===== src/rtl/yuv_rgb_pipeline.sv =====
// Purpose: streaming BT.601 YUV -> clamped RGB converter with pixel counting and end-of-frame tracking.
// Latency: 3 cycles from input transfer to out_valid (S1 offset, S2 multiply, S3 sum/shift/clamp); 1 pixel/cycle.
// Backpressure: all three stages freeze together while S3 holds an unaccepted pixel; in_ready = (~s3_valid | out_ready) & rst.
//
// Ports:
//   clk, rst                  rising-edge clock, asynchronous active-low reset
//   in_valid/in_ready         input handshake; in_y/in_u/in_v unsigned PIX_W samples
//   out_valid/out_ready       output handshake; out_r/out_g/out_b clamped PIX_W samples
//   out_eof                   marks the last pixel of a frame (qualified by out_valid)
//   pix_cnt                   pixels already delivered in the current frame
//   frame_done                one-cycle pulse after the last pixel of a frame is accepted
// Optional: define CSC_FULL_RANGE_EN to add the full_range input, which selects JPEG
//   full-range coefficients per pixel (Yo = 0, unity luma gain).
module yuv_rgb_pipeline #(
  parameter int PIX_W        = 8,
  parameter int COEF_W       = 20,
  parameter int FRAC         = 16,
  parameter int FRAME_PIXELS = 76800,
  parameter int CNT_W        = 18
) (
  input  logic             clk,
  input  logic             rst,
  input  logic             in_valid,
  output logic             in_ready,
  input  logic [PIX_W-1:0] in_y,
  input  logic [PIX_W-1:0] in_u,
  input  logic [PIX_W-1:0] in_v,
`ifdef CSC_FULL_RANGE_EN
  input  logic             full_range,
`endif
  output logic             out_valid,
  input  logic             out_ready,
  output logic [PIX_W-1:0] out_r,
  output logic [PIX_W-1:0] out_g,
  output logic [PIX_W-1:0] out_b,
  output logic             out_eof,
  output logic [CNT_W-1:0] pix_cnt,
  output logic             frame_done
);

  // Widths: offset-removed samples, products, and sums with two guard bits.
  localparam int SW = PIX_W + 1;
  localparam int PW = COEF_W + PIX_W + 1;
  localparam int AW = PW + 2;
  localparam int SH = FRAC - 16;

  // Coefficients are tabulated at 2^16 and rescaled to the configured precision.
  localparam longint SCALE = longint'(1) << SH;

  localparam logic signed [COEF_W-1:0] CL_Y  = COEF_W'(longint'(76284) * SCALE);
  localparam logic signed [COEF_W-1:0] CL_RV = COEF_W'(longint'(104595) * SCALE);
  localparam logic signed [COEF_W-1:0] CL_GU = COEF_W'(longint'(-25624) * SCALE);
  localparam logic signed [COEF_W-1:0] CL_GV = COEF_W'(longint'(-53281) * SCALE);
  localparam logic signed [COEF_W-1:0] CL_BU = COEF_W'(longint'(132251) * SCALE);

`ifdef CSC_FULL_RANGE_EN
  localparam logic signed [COEF_W-1:0] CF_Y  = COEF_W'(longint'(65536) * SCALE);
  localparam logic signed [COEF_W-1:0] CF_RV = COEF_W'(longint'(91881) * SCALE);
  localparam logic signed [COEF_W-1:0] CF_GU = COEF_W'(longint'(-22554) * SCALE);
  localparam logic signed [COEF_W-1:0] CF_GV = COEF_W'(longint'(-46802) * SCALE);
  localparam logic signed [COEF_W-1:0] CF_BU = COEF_W'(longint'(116130) * SCALE);
`endif

  localparam logic signed [SW-1:0] YO_LIM = SW'(16 << (PIX_W - 8));
  localparam logic signed [SW-1:0] C_OFS  = SW'(1 << (PIX_W - 1));

  localparam logic signed [AW-1:0] PIX_MAX  = AW'((longint'(1) << PIX_W) - 1);
  localparam logic [CNT_W-1:0]     LAST_CNT = CNT_W'(FRAME_PIXELS - 1);

  // ---------------------------------------------------------------------------
  // Flow control: one global advance enable, bubbles travel with the data.
  // ---------------------------------------------------------------------------
  logic adv;
  logic s1_vld_q, s2_vld_q, s3_vld_q;

  assign adv      = ~s3_vld_q | out_ready;
  assign in_ready = adv & rst;

  // ---------------------------------------------------------------------------
  // S1: remove luma/chroma offsets.
  // ---------------------------------------------------------------------------
  logic signed [SW-1:0] yo;
  logic signed [SW-1:0] ys_d, us_d, vs_d;
  logic signed [SW-1:0] ys_q, us_q, vs_q;
  logic                 fr_d, fr_q;

  always_comb begin
    yo   = YO_LIM;
    fr_d = 1'b0;
`ifdef CSC_FULL_RANGE_EN
    fr_d = full_range;
    if (full_range) begin
      yo = '0;
    end
`endif
    ys_d = $signed({1'b0, in_y}) - yo;
    us_d = $signed({1'b0, in_u}) - C_OFS;
    vs_d = $signed({1'b0, in_v}) - C_OFS;
  end

  always_ff @(posedge clk or negedge rst) begin
    if (!rst) begin
      s1_vld_q <= 1'b0;
      ys_q     <= '0;
      us_q     <= '0;
      vs_q     <= '0;
      fr_q     <= 1'b0;
    end else if (adv) begin
      s1_vld_q <= in_valid;
      ys_q     <= ys_d;
      us_q     <= us_d;
      vs_q     <= vs_d;
      fr_q     <= fr_d;
    end
  end

  // ---------------------------------------------------------------------------
  // S2: the five non-zero products. The coefficient set follows the pixel, so
  // limited- and full-range pixels can sit next to each other in the pipe.
  // ---------------------------------------------------------------------------
  logic signed [COEF_W-1:0] c_y, c_rv, c_gu, c_gv, c_bu;
  logic signed [PW-1:0]     p_y_d, p_rv_d, p_gu_d, p_gv_d, p_bu_d;
  logic signed [PW-1:0]     p_y_q, p_rv_q, p_gu_q, p_gv_q, p_bu_q;

  always_comb begin
    c_y  = CL_Y;
    c_rv = CL_RV;
    c_gu = CL_GU;
    c_gv = CL_GV;
    c_bu = CL_BU;
`ifdef CSC_FULL_RANGE_EN
    if (fr_q) begin
      c_y  = CF_Y;
      c_rv = CF_RV;
      c_gu = CF_GU;
      c_gv = CF_GV;
      c_bu = CF_BU;
    end
`endif
    p_y_d  = PW'(ys_q) * PW'(c_y);
    p_rv_d = PW'(vs_q) * PW'(c_rv);
    p_gu_d = PW'(us_q) * PW'(c_gu);
    p_gv_d = PW'(vs_q) * PW'(c_gv);
    p_bu_d = PW'(us_q) * PW'(c_bu);
  end

  // Without the full-range option the S1 flag is constant; keep it observed.
  logic unused_fr;
  assign unused_fr = fr_q;

  always_ff @(posedge clk or negedge rst) begin
    if (!rst) begin
      s2_vld_q <= 1'b0;
      p_y_q    <= '0;
      p_rv_q   <= '0;
      p_gu_q   <= '0;
      p_gv_q   <= '0;
      p_bu_q   <= '0;
    end else if (adv) begin
      s2_vld_q <= s1_vld_q;
      p_y_q    <= p_y_d;
      p_rv_q   <= p_rv_d;
      p_gu_q   <= p_gu_d;
      p_gv_q   <= p_gv_d;
      p_bu_q   <= p_bu_d;
    end
  end

  // ---------------------------------------------------------------------------
  // S3: sum, floor-divide by 2^FRAC (arithmetic shift rounds toward -inf), clamp.
  // ---------------------------------------------------------------------------
  function automatic logic [PIX_W-1:0] clamp_pix(input logic signed [AW-1:0] acc);
    logic signed [AW-1:0] sh;
    logic [PIX_W-1:0]     res;
    sh = acc >>> FRAC;
    if (sh[AW-1]) begin
      res = '0;
    end else if (sh > PIX_MAX) begin
      res = '1;
    end else begin
      res = sh[PIX_W-1:0];
    end
    return res;
  endfunction

  logic signed [AW-1:0] sum_r, sum_g, sum_b;
  logic [PIX_W-1:0]     r_d, g_d, b_d;
  logic [PIX_W-1:0]     r_q, g_q, b_q;

  always_comb begin
    sum_r = AW'(p_y_q) + AW'(p_rv_q);
    sum_g = AW'(p_y_q) + AW'(p_gu_q) + AW'(p_gv_q);
    sum_b = AW'(p_y_q) + AW'(p_bu_q);
    r_d   = clamp_pix(sum_r);
    g_d   = clamp_pix(sum_g);
    b_d   = clamp_pix(sum_b);
  end

  always_ff @(posedge clk or negedge rst) begin
    if (!rst) begin
      s3_vld_q <= 1'b0;
      r_q      <= '0;
      g_q      <= '0;
      b_q      <= '0;
    end else if (adv) begin
      s3_vld_q <= s2_vld_q;
      r_q      <= r_d;
      g_q      <= g_d;
      b_q      <= b_d;
    end
  end

  assign out_valid = s3_vld_q;
  assign out_r     = r_q;
  assign out_g     = g_q;
  assign out_b     = b_q;

  // ---------------------------------------------------------------------------
  // Frame tracking: count delivered pixels, wrap on the last one of a frame.
  // ---------------------------------------------------------------------------
  logic             out_xfer, last_pix;
  logic [CNT_W-1:0] pix_cnt_d, pix_cnt_q;
  logic             frame_done_d, frame_done_q;

  assign out_xfer = s3_vld_q & out_ready;
  assign last_pix = (pix_cnt_q == LAST_CNT);
  assign out_eof  = s3_vld_q & last_pix;

  always_comb begin
    pix_cnt_d    = pix_cnt_q;
    frame_done_d = 1'b0;
    if (out_xfer) begin
      if (last_pix) begin
        pix_cnt_d    = '0;
        frame_done_d = 1'b1;
      end else begin
        pix_cnt_d = pix_cnt_q + CNT_W'(1);
      end
    end
  end

  always_ff @(posedge clk or negedge rst) begin
    if (!rst) begin
      pix_cnt_q    <= '0;
      frame_done_q <= 1'b0;
    end else begin
      pix_cnt_q    <= pix_cnt_d;
      frame_done_q <= frame_done_d;
    end
  end

  assign pix_cnt    = pix_cnt_q;
  assign frame_done = frame_done_q;

endmodule


===== config.mk =====
export PLATFORM = sky130hd
export DESIGN_NAME = yuv_rgb_pipeline
export DESIGN_NICKNAME = d
export VERILOG_FILES = /design/src/rtl/yuv_rgb_pipeline.sv
export SDC_FILE = /design/constraint.sdc
export NUM_CORES = 1
export LEC_CHECK = 0
export CAP_MARGIN = 20
export CORE_UTILIZATION = 40
export DETAILED_ROUTE_END_ITERATION = 10
export PLACE_DENSITY = 0.67
export SLEW_MARGIN = 20
export SYNTH_ARGS = -nofsm -noshare
export SYNTH_HDL_FRONTEND = slang
export SYNTH_SLANG_ARGS = --single-unit

===== constraint.sdc =====
create_clock -name clk -period 5.2 [get_ports clk]
set_clock_uncertainty 0.2 [all_clocks]
set_input_delay 1.04 -clock clk [delete_from_list [all_inputs] [get_ports clk]]
set_output_delay 1.04 -clock clk [all_outputs]
set_load 0.05 [all_outputs]

==> metrics.txt, run 1 <==
# TYPE chip_impl_metric gauge
chip_impl_metric{name="ctsLongestPathBuffers",unit=""} 2
chip_impl_metric{name="seq_area_frac_synth",unit="%"} 21.7
chip_impl_metric{name="drive_above_1_share",unit="%"} 13.8
chip_impl_metric{name="layout-area-overhead-vs-synth",unit="%"} 18.5
chip_impl_metric{name="grt_first_pass_wirelength",unit="um"} 92500
chip_impl_info{name="tritoncts",value="yes"} 1
chip_impl_metric{name="synth_seq_cells",unit=""} 193
chip_impl_metric{name="mappedNetlistArea",unit="um^2"} 22300
chip_impl_metric{name="dr_total_vias",unit=""} 17300
chip_impl_metric{name="initial_utilization",unit="%"} 40.5
chip_impl_metric{name="grt_overflow",unit=""} 0
chip_impl_info{name="timing.critical_path.from_type",value="flip-flop"} 1
chip_impl_metric{name="routed_wire_length_per_instance",unit="um"} 17.3
chip_impl_metric{name="timing.max_cap.violations",unit=""} 0
chip_impl_metric{name="pins_over_their_slew_limit",unit=""} 0
chip_impl_metric{name="synth_cells",unit=""} 2346
chip_impl_info{name="hp-class",value="in -> async"} 1
chip_impl_metric{name="totalWireLength",unit="um"} 57500
chip_impl_metric{name="numCtsBuffers",unit=""} 17
chip_impl_metric{name="fp.dieArea",unit="um^2"} 56700
chip_impl_metric{name="worst-endpoint-required",unit="ps"} 5410
chip_impl_info{name="timing.rr.start",value="vs_q[1]"} 1
chip_impl_metric{name="synth-async-reset-ratio",unit="%"} 100
chip_impl_metric{name="ys.warnings.count",unit=""} 0
chip_impl_metric{name="arrival",unit="ps"} 5530
chip_impl_metric{name="fp-row-count",unit=""} 86
chip_impl_metric{name="first_iter_violations",unit=""} 1034
chip_impl_metric{name="antenna_cells",unit=""} 0
chip_impl_metric{name="numClockSinks",unit=""} 193
chip_impl_metric{name="yosysUniqueCellTypes",unit=""} 79
chip_impl_metric{name="die-width",unit="um"} 238
chip_impl_metric{name="synth-edff-count",unit=""} 0
chip_impl_metric{name="setup_slack",unit="ps"} -126
chip_impl_metric{name="final_period_minus_worst_setup_slack",unit="ps"} 5330
chip_impl_info{name="synth_ff_type",value="dfrtp_1"} 1
chip_impl_metric{name="detail-route-antenna-nets",unit=""} 0
chip_impl_metric{name="grt_start_max_net_pins",unit=""} 177
chip_impl_info{name="crit_start",value="vs_q[1]"} 1
chip_impl_metric{name="dp_hpwl",unit="um"} 46000
chip_impl_metric{name="max_slew_margin",unit="%"} 45.0
chip_impl_metric{name="tightest_slew",unit="ps"} 825
chip_impl_metric{name="routabilityCongestion",unit=""} 0.930
chip_impl_info{name="run_status",value="finished with violations"} 1
chip_impl_metric{name="ports",unit=""} 74
chip_impl_metric{name="hold_viol_final",unit=""} 0
chip_impl_metric{name="post-route-cell-area",unit="um^2"} 26400
chip_impl_info{name="violated_checks",value="setup timing"} 1
chip_impl_info{name="synth_top_cells_by_area",value="ha_1 25%, dfrtp_1 22%, fa_1 17%"} 1
chip_impl_info{name="clock_tree.root_cell",value="clkbuf_16"} 1
chip_impl_metric{name="max_freq",unit="GHz"} 0.188
chip_impl_metric{name="cts.clk_slew.worst_paths",unit="ps"} 80
chip_impl_metric{name="die-height",unit="um"} 238
chip_impl_info{name="synth_top_area_cell",value="ha_1"} 1
chip_impl_metric{name="syn_nets",unit=""} 3009
chip_impl_metric{name="yosysTopAreaCellShare",unit="%"} 25.1
chip_impl_info{name="crit_type",value="reg -> reg"} 1
chip_impl_metric{name="final-setup-viol-count",unit=""} 5
chip_impl_metric{name="postSynthAreaPerCell",unit="um^2"} 9.51
chip_impl_metric{name="clock_latency",unit="ps"} 500
chip_impl_metric{name="critPathMaxFanout",unit=""} 5
chip_impl_info{name="rsz_0062_raised_after_global_routing",value="yes"} 1
chip_impl_metric{name="worst-r2r-cell-count",unit=""} 16
chip_impl_metric{name="antenna_found_initial",unit=""} 0
chip_impl_metric{name="nets",unit=""} 3226
chip_impl_metric{name="drtPass1Iterations",unit=""} 5
chip_impl_metric{name="portBuffers",unit=""} 73
chip_impl_metric{name="drt_drc_violations_left",unit=""} 0
chip_impl_metric{name="placeableCoreArea",unit="um^2"} 55100
chip_impl_metric{name="cts-hold-fix-buffers",unit=""} 0
chip_impl_metric{name="grt_pass1_vias",unit=""} 18000
chip_impl_metric{name="h-tree-depth",unit=""} 4
chip_impl_metric{name="layout_worst_path_cycle_share",unit="%"} 102
chip_impl_metric{name="grt_util_all_layers",unit="%"} 20.8
chip_impl_metric{name="via_per_inst",unit=""} 5.21
chip_impl_metric{name="dpl_cell_area",unit="um^2"} 24900
chip_impl_info{name="timing.critical_path.to_type",value="flip-flop"} 1
## flip-flops by register name, summed over array words and instances (netlist names), 8 cells and up
name     cells
us_q         8
p_bu_q      27
p_gv_q      24
out_r        8
pix_cnt     18
out_b        8
vs_q         8
p_rv_q      25
p_y_q       25
ys_q         9
p_gu_q      21
out_g        8
## cells by family (layout without fill, tap and decap cells)
logic type | count (synthesis) | after routing | share of synthesized area (%)
compound gates | 468 | 468 | 13.8
xor+xnor | 137 | 137 | 5.38
simple gates | 532 | 532 | 10.7
flops | 193 | 193 | 21.7
mux | 7 | 7 | 0.325
fa+ha+maj | 635 | 635 | 41.9
buf+inv | 374 | 604 | 6.29
## through the flow
step | setup WS (ps) | util (%) | setup TNS (ps) | hold slack, ps | cells
finish | -126 | 48.0 | -324 | 285 | 3324
global route | -284 | 48.0 | -1950 | 312 | 3324
CTS | -140 | 46.7 | -673 | 287 | 3302
detailed placement | -305 | 45.2 | -1910 | 262 | 3264
global placement | -272 | 45.2 | -1180 | 251 | 3264
floorplan | -71.3 | - | -71.3 | 230 | 2346
## critical path, cell delays in order, from the launching register on
cell and delay (ps):
dfrtp_1 420, fa_2 560, fa_1 580, fa_2 480, fa_1 580, fa_1 460
ha_4 310, nand3_1 90, nor2_2 150, o31ai_2 90, a221oi_2 340, o41ai_2 100
buf_4 160, a2bb2oi_4 140, a211oi_2 240, nor3_1 70, o31ai_1 230
## layout make-up
cell class | count | area, um^2
Inverter | 334 | 1250
Sequential cell | 193 | 4840
Tap cell | 748 | 936
Fill cell | 5235 | 28700
Clock buffer | 17 | 425
Multi-Input combinational cell | 1779 | 16800
Clock inverter | 15 | 141
Timing Repair Buffer | 238 | 2040
## repair_timing
item | 4_1_cts | 5_1_grt
cloned | 0 | 0
resized for setup | 39 | 107
pin swaps | 34 | 77
buffers inserted | 7 | 23
endpoints found under the setup margin | 23 | 32
## path summary, 6_finish.rpt
| check | endpoint | slack (ps) |
|---|---|---|
| worst min-delay path | ys_q[7] | 290 |
| worst max register to register | p_gv_q[24] | -130 |
| max in group asynchronous | p_gu_q[21] | 3320 |
| min in group clk | out_valid | 290 |
| worst min register to register | out_valid | 290 |
| worst max-delay path | p_gv_q[24] | -130 |
## placed cells by master, fill, tap and decap left out, types with 23 or more instances in the layout
cell type / synthesis / routed
a21o_1: 38 / 38
a21oi_1: 136 / 117
buf_4: 0 / 155
clkdlybuf4s50_1: 0 / 72
dfrtp_1: 193 / 184
fa_1: 187 / 174
ha_1: 448 / 422
inv_1: 334 / 326
nand2_1: 220 / 219
nand2b_1: 26 / 23
nand3_1: 34 / 33
nor2_1: 141 / 133
nor3_1: 32 / 31
o21ai_0: 89 / 84
xnor2_1: 74 / 71
xor2_1: 63 / 62
## metal layers
layer | global-route usage [%] | share of wire [%] | wire (um) | vias to the layer above
met5 | 0 | 0 | 0 | -
met4 | 8.20 | 3.2 | 1840 | 0
met3 | 3.15 | 3.9 | 2260 | 87
met2 | 35.1 | 48 | 27900 | 296
met1 | 26.7 | 44 | 25600 | 8498
li1 | - | - | - | 8434
## cells in the mapped netlist (8+ instances only)
master,number
o21ai_0,89
o21a_1,20
xor2_1,63
nand3_1,34
xnor2_1,74
a21oi_1,136
fa_1,187
nand2_1,220
ha_1,448
nor2_1,141
o2111ai_1,8
dfrtp_1,193
inv_1,334
nor3_1,32
o21bai_1,18
o21ai_1,19
a21o_1,38
nand4_1,11
a22oi_1,17
clkbuf_1,34
a211oi_1,23
or3_1,12
a31oi_1,10
o31ai_1,24
and3_1,11
nand2b_1,26
and2_1,10
Power of run 1 is not shown: default switching activity piles up to over one toggle a cycle in this logic, so the estimate is an artifact.
==> run 2, diff against run 1 <==
- ABC_AREA: not set -> 1
- CTS_CLUSTER_SIZE: not set -> 30
==> metrics.txt, run 2 <==
# TYPE chip_impl_metric gauge
chip_impl_info{name="crit_path_end",value="p_gv_q[21]"} 1
chip_impl_metric{name="detail-route-antenna-nets",unit=""} 0
chip_impl_info{name="reg2reg_to",value="p_gv_q[21]"} 1
chip_impl_metric{name="pins_over_their_slew_limit",unit=""} 0
chip_impl_metric{name="postSynthAreaPerCell",unit="um^2"} 7.60
chip_impl_metric{name="fp.dieArea",unit="um^2"} 64900
chip_impl_metric{name="syn_nets",unit=""} 4025
chip_impl_metric{name="yosysTopAreaCellShare",unit="%"} 21.9
chip_impl_info{name="synth_top_area_cell",value="ha_1"} 1
chip_impl_metric{name="timing.max_cap.violations",unit=""} 0
chip_impl_info{name="synth.top_cells.by_count",value="899 x nand2_1, 577 x inv_1, 448 x ha_1"} 1
chip_impl_metric{name="layout-area-overhead-vs-synth",unit="%"} 10.3
chip_impl_metric{name="dr_total_vias",unit=""} 21500
chip_impl_metric{name="seq_area_frac_synth",unit="%"} 18.9
chip_impl_metric{name="grt_util_all_layers",unit="%"} 21.9
chip_impl_info{name="timing.critical_path.to_type",value="flip-flop"} 1
chip_impl_metric{name="grt_first_pass_wirelength",unit="um"} 110000
chip_impl_metric{name="die-height",unit="um"} 255
chip_impl_metric{name="final-setup-viol-count",unit=""} 0
chip_impl_metric{name="finalSetupTns",unit="ps"} 0
chip_impl_metric{name="drtPass1Iterations",unit=""} 5
chip_impl_metric{name="totalWireLength",unit="um"} 68200
chip_impl_metric{name="layout_worst_path_cycle_share",unit="%"} 95.4
chip_impl_metric{name="yosysUniqueCellTypes",unit=""} 56
chip_impl_info{name="run_status",value="finished clean"} 1
chip_impl_metric{name="initial_utilization",unit="%"} 40.5
chip_impl_metric{name="antenna_cells",unit=""} 0
chip_impl_info{name="biggest_registers_after_layout",value="p_bu_q x27, p_rv_q x25, p_y_q x25"} 1
chip_impl_metric{name="fp-row-count",unit=""} 92
chip_impl_metric{name="arrival",unit="ps"} 5160
chip_impl_metric{name="grt_pass1_vias",unit=""} 20700
chip_impl_info{name="synth_ff_type",value="dfrtp_1"} 1
chip_impl_metric{name="mappedNetlistArea",unit="um^2"} 25600
chip_impl_metric{name="tightest_slew",unit="ps"} 992
chip_impl_metric{name="r2r_setup_slack",unit="ps"} 240
chip_impl_info{name="most_instantiated_library_cell_after_synthesis",value="nand2_1"} 1
chip_impl_metric{name="placeableCoreArea",unit="um^2"} 63100
chip_impl_metric{name="drive_above_1_share",unit="%"} 5.33
chip_impl_info{name="crit_start",value="vs_q[3]"} 1
chip_impl_info{name="timing.rr.start",value="vs_q[3]"} 1
chip_impl_info{name="registers.top_by_ff_count",value="p_bu_q"} 1
chip_impl_metric{name="grt_overflow",unit=""} 0
chip_impl_metric{name="first_iter_violations",unit=""} 1304
chip_impl_metric{name="routabilityCongestion",unit=""} 0.985
chip_impl_metric{name="synth_seq_cells",unit=""} 193
chip_impl_metric{name="synth_cells",unit=""} 3362
chip_impl_metric{name="routed_wire_length_per_instance",unit="um"} 15.8
chip_impl_info{name="timing.critical_path.from_type",value="flip-flop"} 1
chip_impl_info{name="hp-class",value="in -> async"} 1
chip_impl_metric{name="numCtsBuffers",unit=""} 17
chip_impl_metric{name="ys.warnings.count",unit=""} 0
chip_impl_info{name="tritoncts",value="yes"} 1
chip_impl_metric{name="nets",unit=""} 4122
chip_impl_metric{name="worst-r2r-cell-count",unit=""} 20
chip_impl_metric{name="drt_drc_violations_left",unit=""} 0
chip_impl_metric{name="synth-edff-count",unit=""} 0
chip_impl_metric{name="portBuffers",unit=""} 73
chip_impl_metric{name="worst-endpoint-required",unit="ps"} 5400
chip_impl_metric{name="synth-async-reset-ratio",unit="%"} 100
chip_impl_metric{name="critPathMaxFanout",unit=""} 4
chip_impl_metric{name="hold_viol_final",unit=""} 0
chip_impl_metric{name="clock_latency",unit="ps"} 490
chip_impl_metric{name="ctsLongestPathBuffers",unit=""} 2
chip_impl_metric{name="via_per_inst",unit=""} 4.97
chip_impl_info{name="clock_tree.root_cell",value="clkbuf_16"} 1
chip_impl_metric{name="cts.clk_slew.worst_paths",unit="ps"} 80
chip_impl_metric{name="grt_start_max_net_pins",unit=""} 139
chip_impl_info{name="synth_top_cells_by_area",value="ha_1 22%, dfrtp_1 19%, fa_1 15%"} 1
chip_impl_metric{name="max_freq",unit="GHz"} 0.201
chip_impl_info{name="crit_type",value="reg -> reg"} 1
chip_impl_metric{name="dp_hpwl",unit="um"} 57000
chip_impl_metric{name="antenna_found_initial",unit=""} 0
chip_impl_metric{name="numClockSinks",unit=""} 193
chip_impl_metric{name="max_slew_margin",unit="%"} 33.9
chip_impl_metric{name="final_period_minus_worst_setup_slack",unit="ps"} 4960
chip_impl_metric{name="timing.hold.ws",unit="ps"} 154
chip_impl_info{name="layout.cells.most_common",value="nand2_1"} 1
chip_impl_metric{name="ports",unit=""} 74
chip_impl_metric{name="die-width",unit="um"} 255
chip_impl_metric{name="largest_reg_flops",unit=""} 27
chip_impl_info{name="layout_common_cells",value="899 x nand2_1, 577 x inv_1, 448 x ha_1"} 1
chip_impl_metric{name="h-tree-depth",unit=""} 4
-- run 2: routing by layer --
layer | share of wire, % | global-route usage [%]
met2 | 44 | 33.9
met3 | 4.8 | 3.09
met1 | 49 | 31.4
met4 | 2.4 | 6.45
met5 | 0 | 0
-- run 2: critical path, cell delays in order, from the launching register on --
cell	delay (ps)
dfrtp_1	400
fa_1	580
inv_1	100
fa_2	580
inv_1	70
fa_1	490
inv_1	50
fa_1	400
fa_1	440
ha_1	350
buf_4	160
nand3_1	70
nand2_1	110
a21boi_2	160
inv_1	110
nand3_1	100
nand2_1	80
nand3_1	70
nand2_1	60
xnor2_1	110
o21ai_0	160
-- run 2: timing repair --
item,CTS,global route
resized for setup,0,12
setup buffers,0,1
hold buffers,0,0
setup endpoints to repair,0,17
-- run 2: worst min path at each step --
stage               startpoint         to  slack, ps  cells past startpoint
CTS                        rst   out_r[7]        120                      1
global placement      s2_vld_q  out_valid        240                      2
finish                     rst   out_r[3]        150                      1
detailed placement    out_g[2]   out_g[2]        260                      2
floorplan             s2_vld_q  out_valid        220                      2
global route               rst   out_r[3]        130                      1
-- run 2: area by class of cell --
cell class | count | area, um^2
clock inverters | 13 | 125
fillers | 6486 | 34900
multi-input cells | 2549 | 18400
inverters | 585 | 2200
repair buffers | 113 | 1070
well taps | 846 | 1060
clock buffers | 19 | 453
flip-flops and latches | 193 | 4830
-- run 2: stage by stage --
| step | cell area, um^2 | util [%] | cells | setup WS [ps] |
|---|---|---|---|---|
| floorplan | 25600 | - | 3362 | 269 |
| global placement | 27500 | 43.7 | 4285 | 203 |
| detailed placement | 27500 | 43.7 | 4285 | 94.7 |
| CTS | 28100 | 44.6 | 4317 | 80.2 |
| global route | 28200 | 44.7 | 4318 | -13.1 |
| finish | 28200 | 44.7 | 4318 | 237 |
-- run 2: cells by family (layout without fill, tap and decap cells) --
logic type,Yosys count,after routing,share of synthesized area [%]
xor gates and xnor gates,73,73,2.50
and+or+nand+nor,1419,1419,23.5
buffers and inverters,620,730,9.12
DFF,193,193,18.9
AOI/OAI and AO/OA,422,422,9.38
adders and majority gates,635,635,36.6
Power of run 2 is left out for the same reason.
==> run 3, diff against run 2 <==
- CORE_MARGIN: not set -> 3
==> metrics.txt, run 3 (synthesized netlist as in run 2, its figures left out) <==
# TYPE chip_impl_metric gauge
chip_impl_info{name="run_status",value="finished clean"} 1
chip_impl_metric{name="grt_start_max_net_pins",unit=""} 139
chip_impl_metric{name="via_per_inst",unit=""} 4.97
chip_impl_metric{name="worst-endpoint-required",unit="ps"} 5340
chip_impl_metric{name="arrival",unit="ps"} 5150
chip_impl_metric{name="cts-hold-fix-buffers",unit=""} 0
chip_impl_metric{name="dp_hpwl",unit="um"} 57100
chip_impl_metric{name="drt_drc_violations_left",unit=""} 0
chip_impl_metric{name="drive_above_1_share",unit="%"} 5.44
chip_impl_metric{name="numCtsBuffers",unit=""} 17
chip_impl_metric{name="clock_latency",unit="ps"} 490
chip_impl_metric{name="tightest_slew",unit="ps"} 830
chip_impl_metric{name="routed_wire_length_per_instance",unit="um"} 15.7
chip_impl_metric{name="grt_util_all_layers",unit="%"} 21.0
chip_impl_info{name="clock_tree.root_cell",value="clkbuf_16"} 1
chip_impl_metric{name="largest_reg_flops",unit=""} 27
chip_impl_metric{name="drtPass1Iterations",unit=""} 6
chip_impl_metric{name="finalSetupTns",unit="ps"} 0
chip_impl_metric{name="grt_pass1_vias",unit=""} 21000
chip_impl_metric{name="initial_utilization",unit="%"} 40.4
chip_impl_info{name="layout.cells.most_common",value="nand2_1"} 1
chip_impl_metric{name="detail-route-antenna-nets",unit=""} 0
chip_impl_metric{name="placeableCoreArea",unit="um^2"} 63200
chip_impl_metric{name="grt_first_pass_wirelength",unit="um"} 111000
chip_impl_metric{name="pins_over_their_slew_limit",unit=""} 0
chip_impl_metric{name="dpl_cell_area",unit="um^2"} 27500
chip_impl_info{name="timing.rr.start",value="vs_q[3]"} 1
chip_impl_metric{name="die-height",unit="um"} 259
chip_impl_metric{name="totalWireLength",unit="um"} 68000
chip_impl_metric{name="layout_worst_path_cycle_share",unit="%"} 96.4
chip_impl_metric{name="numClockSinks",unit=""} 193
chip_impl_metric{name="fp-row-count",unit=""} 92
chip_impl_metric{name="layout-area-overhead-vs-synth",unit="%"} 10.2
chip_impl_metric{name="setup_slack",unit="ps"} 188
chip_impl_metric{name="antenna_found_initial",unit=""} 0
chip_impl_info{name="rsz_0062_raised_after_global_routing",value="no"} 1
chip_impl_metric{name="num-fill-cells",unit=""} 6419
chip_impl_metric{name="r2r_setup_slack",unit="ps"} 190
chip_impl_metric{name="fp.dieArea",unit="um^2"} 67000
chip_impl_metric{name="portBuffers",unit=""} 73
chip_impl_metric{name="worst-r2r-cell-count",unit=""} 16
chip_impl_metric{name="grt_overflow",unit=""} 0
chip_impl_metric{name="final-setup-viol-count",unit=""} 0
chip_impl_metric{name="placedCellCount",unit=""} 4285
chip_impl_metric{name="pre_cts_slack",unit="ps"} 137
chip_impl_metric{name="timing.max_cap.violations",unit=""} 0
chip_impl_info{name="hp-class",value="in -> async"} 1
chip_impl_metric{name="h-tree-depth",unit=""} 4
chip_impl_info{name="timing.critical_path.to_type",value="flip-flop"} 1
chip_impl_metric{name="ports",unit=""} 74
chip_impl_info{name="tritoncts",value="yes"} 1
chip_impl_metric{name="hold_viol_final",unit=""} 0
chip_impl_info{name="reg2reg_to",value="p_gv_q[14]"} 1
chip_impl_metric{name="post-route-cell-area",unit="um^2"} 28200
chip_impl_info{name="crit_type",value="reg -> reg"} 1
chip_impl_metric{name="cts.clk_slew.worst_paths",unit="ps"} 80
chip_impl_metric{name="critPathMaxFanout",unit=""} 5
chip_impl_metric{name="first_iter_violations",unit=""} 1516
chip_impl_metric{name="routabilityCongestion",unit=""} 0.926
chip_impl_info{name="registers.top_by_ff_count",value="p_bu_q"} 1
chip_impl_info{name="layout_common_cells",value="898 x nand2_1, 577 x inv_1, 445 x ha_1"} 1
chip_impl_metric{name="nets",unit=""} 4125
chip_impl_metric{name="die-width",unit="um"} 259
chip_impl_metric{name="dr_total_vias",unit=""} 21500
chip_impl_metric{name="antenna_cells",unit=""} 0
chip_impl_metric{name="max_slew_margin",unit="%"} 44.7
chip_impl_metric{name="ctsLongestPathBuffers",unit=""} 2
chip_impl_metric{name="finish.cell_count_without_fillers",unit=""} 4321
chip_impl_info{name="timing.critical_path.from_type",value="flip-flop"} 1
chip_impl_info{name="biggest_registers_after_layout",value="p_bu_q x27, p_rv_q x25, p_y_q x25"} 1
chip_impl_metric{name="max_freq",unit="GHz"} 0.200
chip_impl_metric{name="final_period_minus_worst_setup_slack",unit="ps"} 5010
==> run 3: cell types whose count changed in the layout (fill, tap and decap cells not counted), sizes merged <==
cell	delta
buf	+3
bufinv	-1
clkinv	-3
clkinvlp	+5
inv	-1
==> run 3: how the worst max path moves through the flow <==
stage               startpoint    endpoint  slack, ps
floorplan              vs_q[3]  p_gv_q[16]        270
global placement       vs_q[1]  p_gv_q[16]        200
detailed placement     vs_q[1]  p_gv_q[25]        140
CTS                    vs_q[1]  p_gv_q[25]        110
global route           vs_q[3]  p_gv_q[16]          5
finish                 vs_q[3]  p_gv_q[14]        190
==> run 3: what timing repair did <==
action                     4_1_cts  5_1_grt
setup endpoints to repair        0       20
hold endpoints to repair         0        0
resized for setup                0       17
setup buffers                    0        4
==> run 3: area by class of cell <==
type	instances	area (um^2)	area share (%)
clock inverters	13	106	0.378
inverters	585	2200	7.80
repair buffers	116	1080	3.85
multi-input cells	2549	18500	65.5
clock buffers	19	433	1.54
flip-flops and latches	193	4830	17.1
well taps	846	1060	3.76
==> run 3: through the flow <==
stage | hold slack [ps] | utilization (%)
5_1_grt | 156 | 44.6
3_3_place_gp | 263 | 43.6
6_report | 175 | 44.6
4_1_cts | 131 | 44.4
3_5_place_dp | 266 | 43.6
2_1_floorplan | 220 | -
==> run 3: worst max-delay path: stages (launching register included) <==
cell     delay, ps
dfrtp_1        410
fa_1           590
inv_1          110
fa_2           570
inv_1           60
fa_1           510
inv_1           60
fa_1           400
fa_1           440
ha_2           400
nand2_1        130
nor2_1         190
a21oi_2        100
buf_4          140
o21ai_0        300
xnor2_1        160
o21ai_0         90
==> run 3: per-layer routing <==
metal | vias up | global-route usage (%) | part of all wire [%] | routed length (um)
met4 | 0 | 4.98 | 2.1 | 1400
met1 | 9980 | 30.2 | 49 | 33600
met2 | 455 | 32.7 | 43 | 29500
met3 | 65 | 3.69 | 5.2 | 3510
met5 | - | 0 | 0 | 0
li1 | 11000 | - | - | -
Power of run 3 is left out for the same reason.
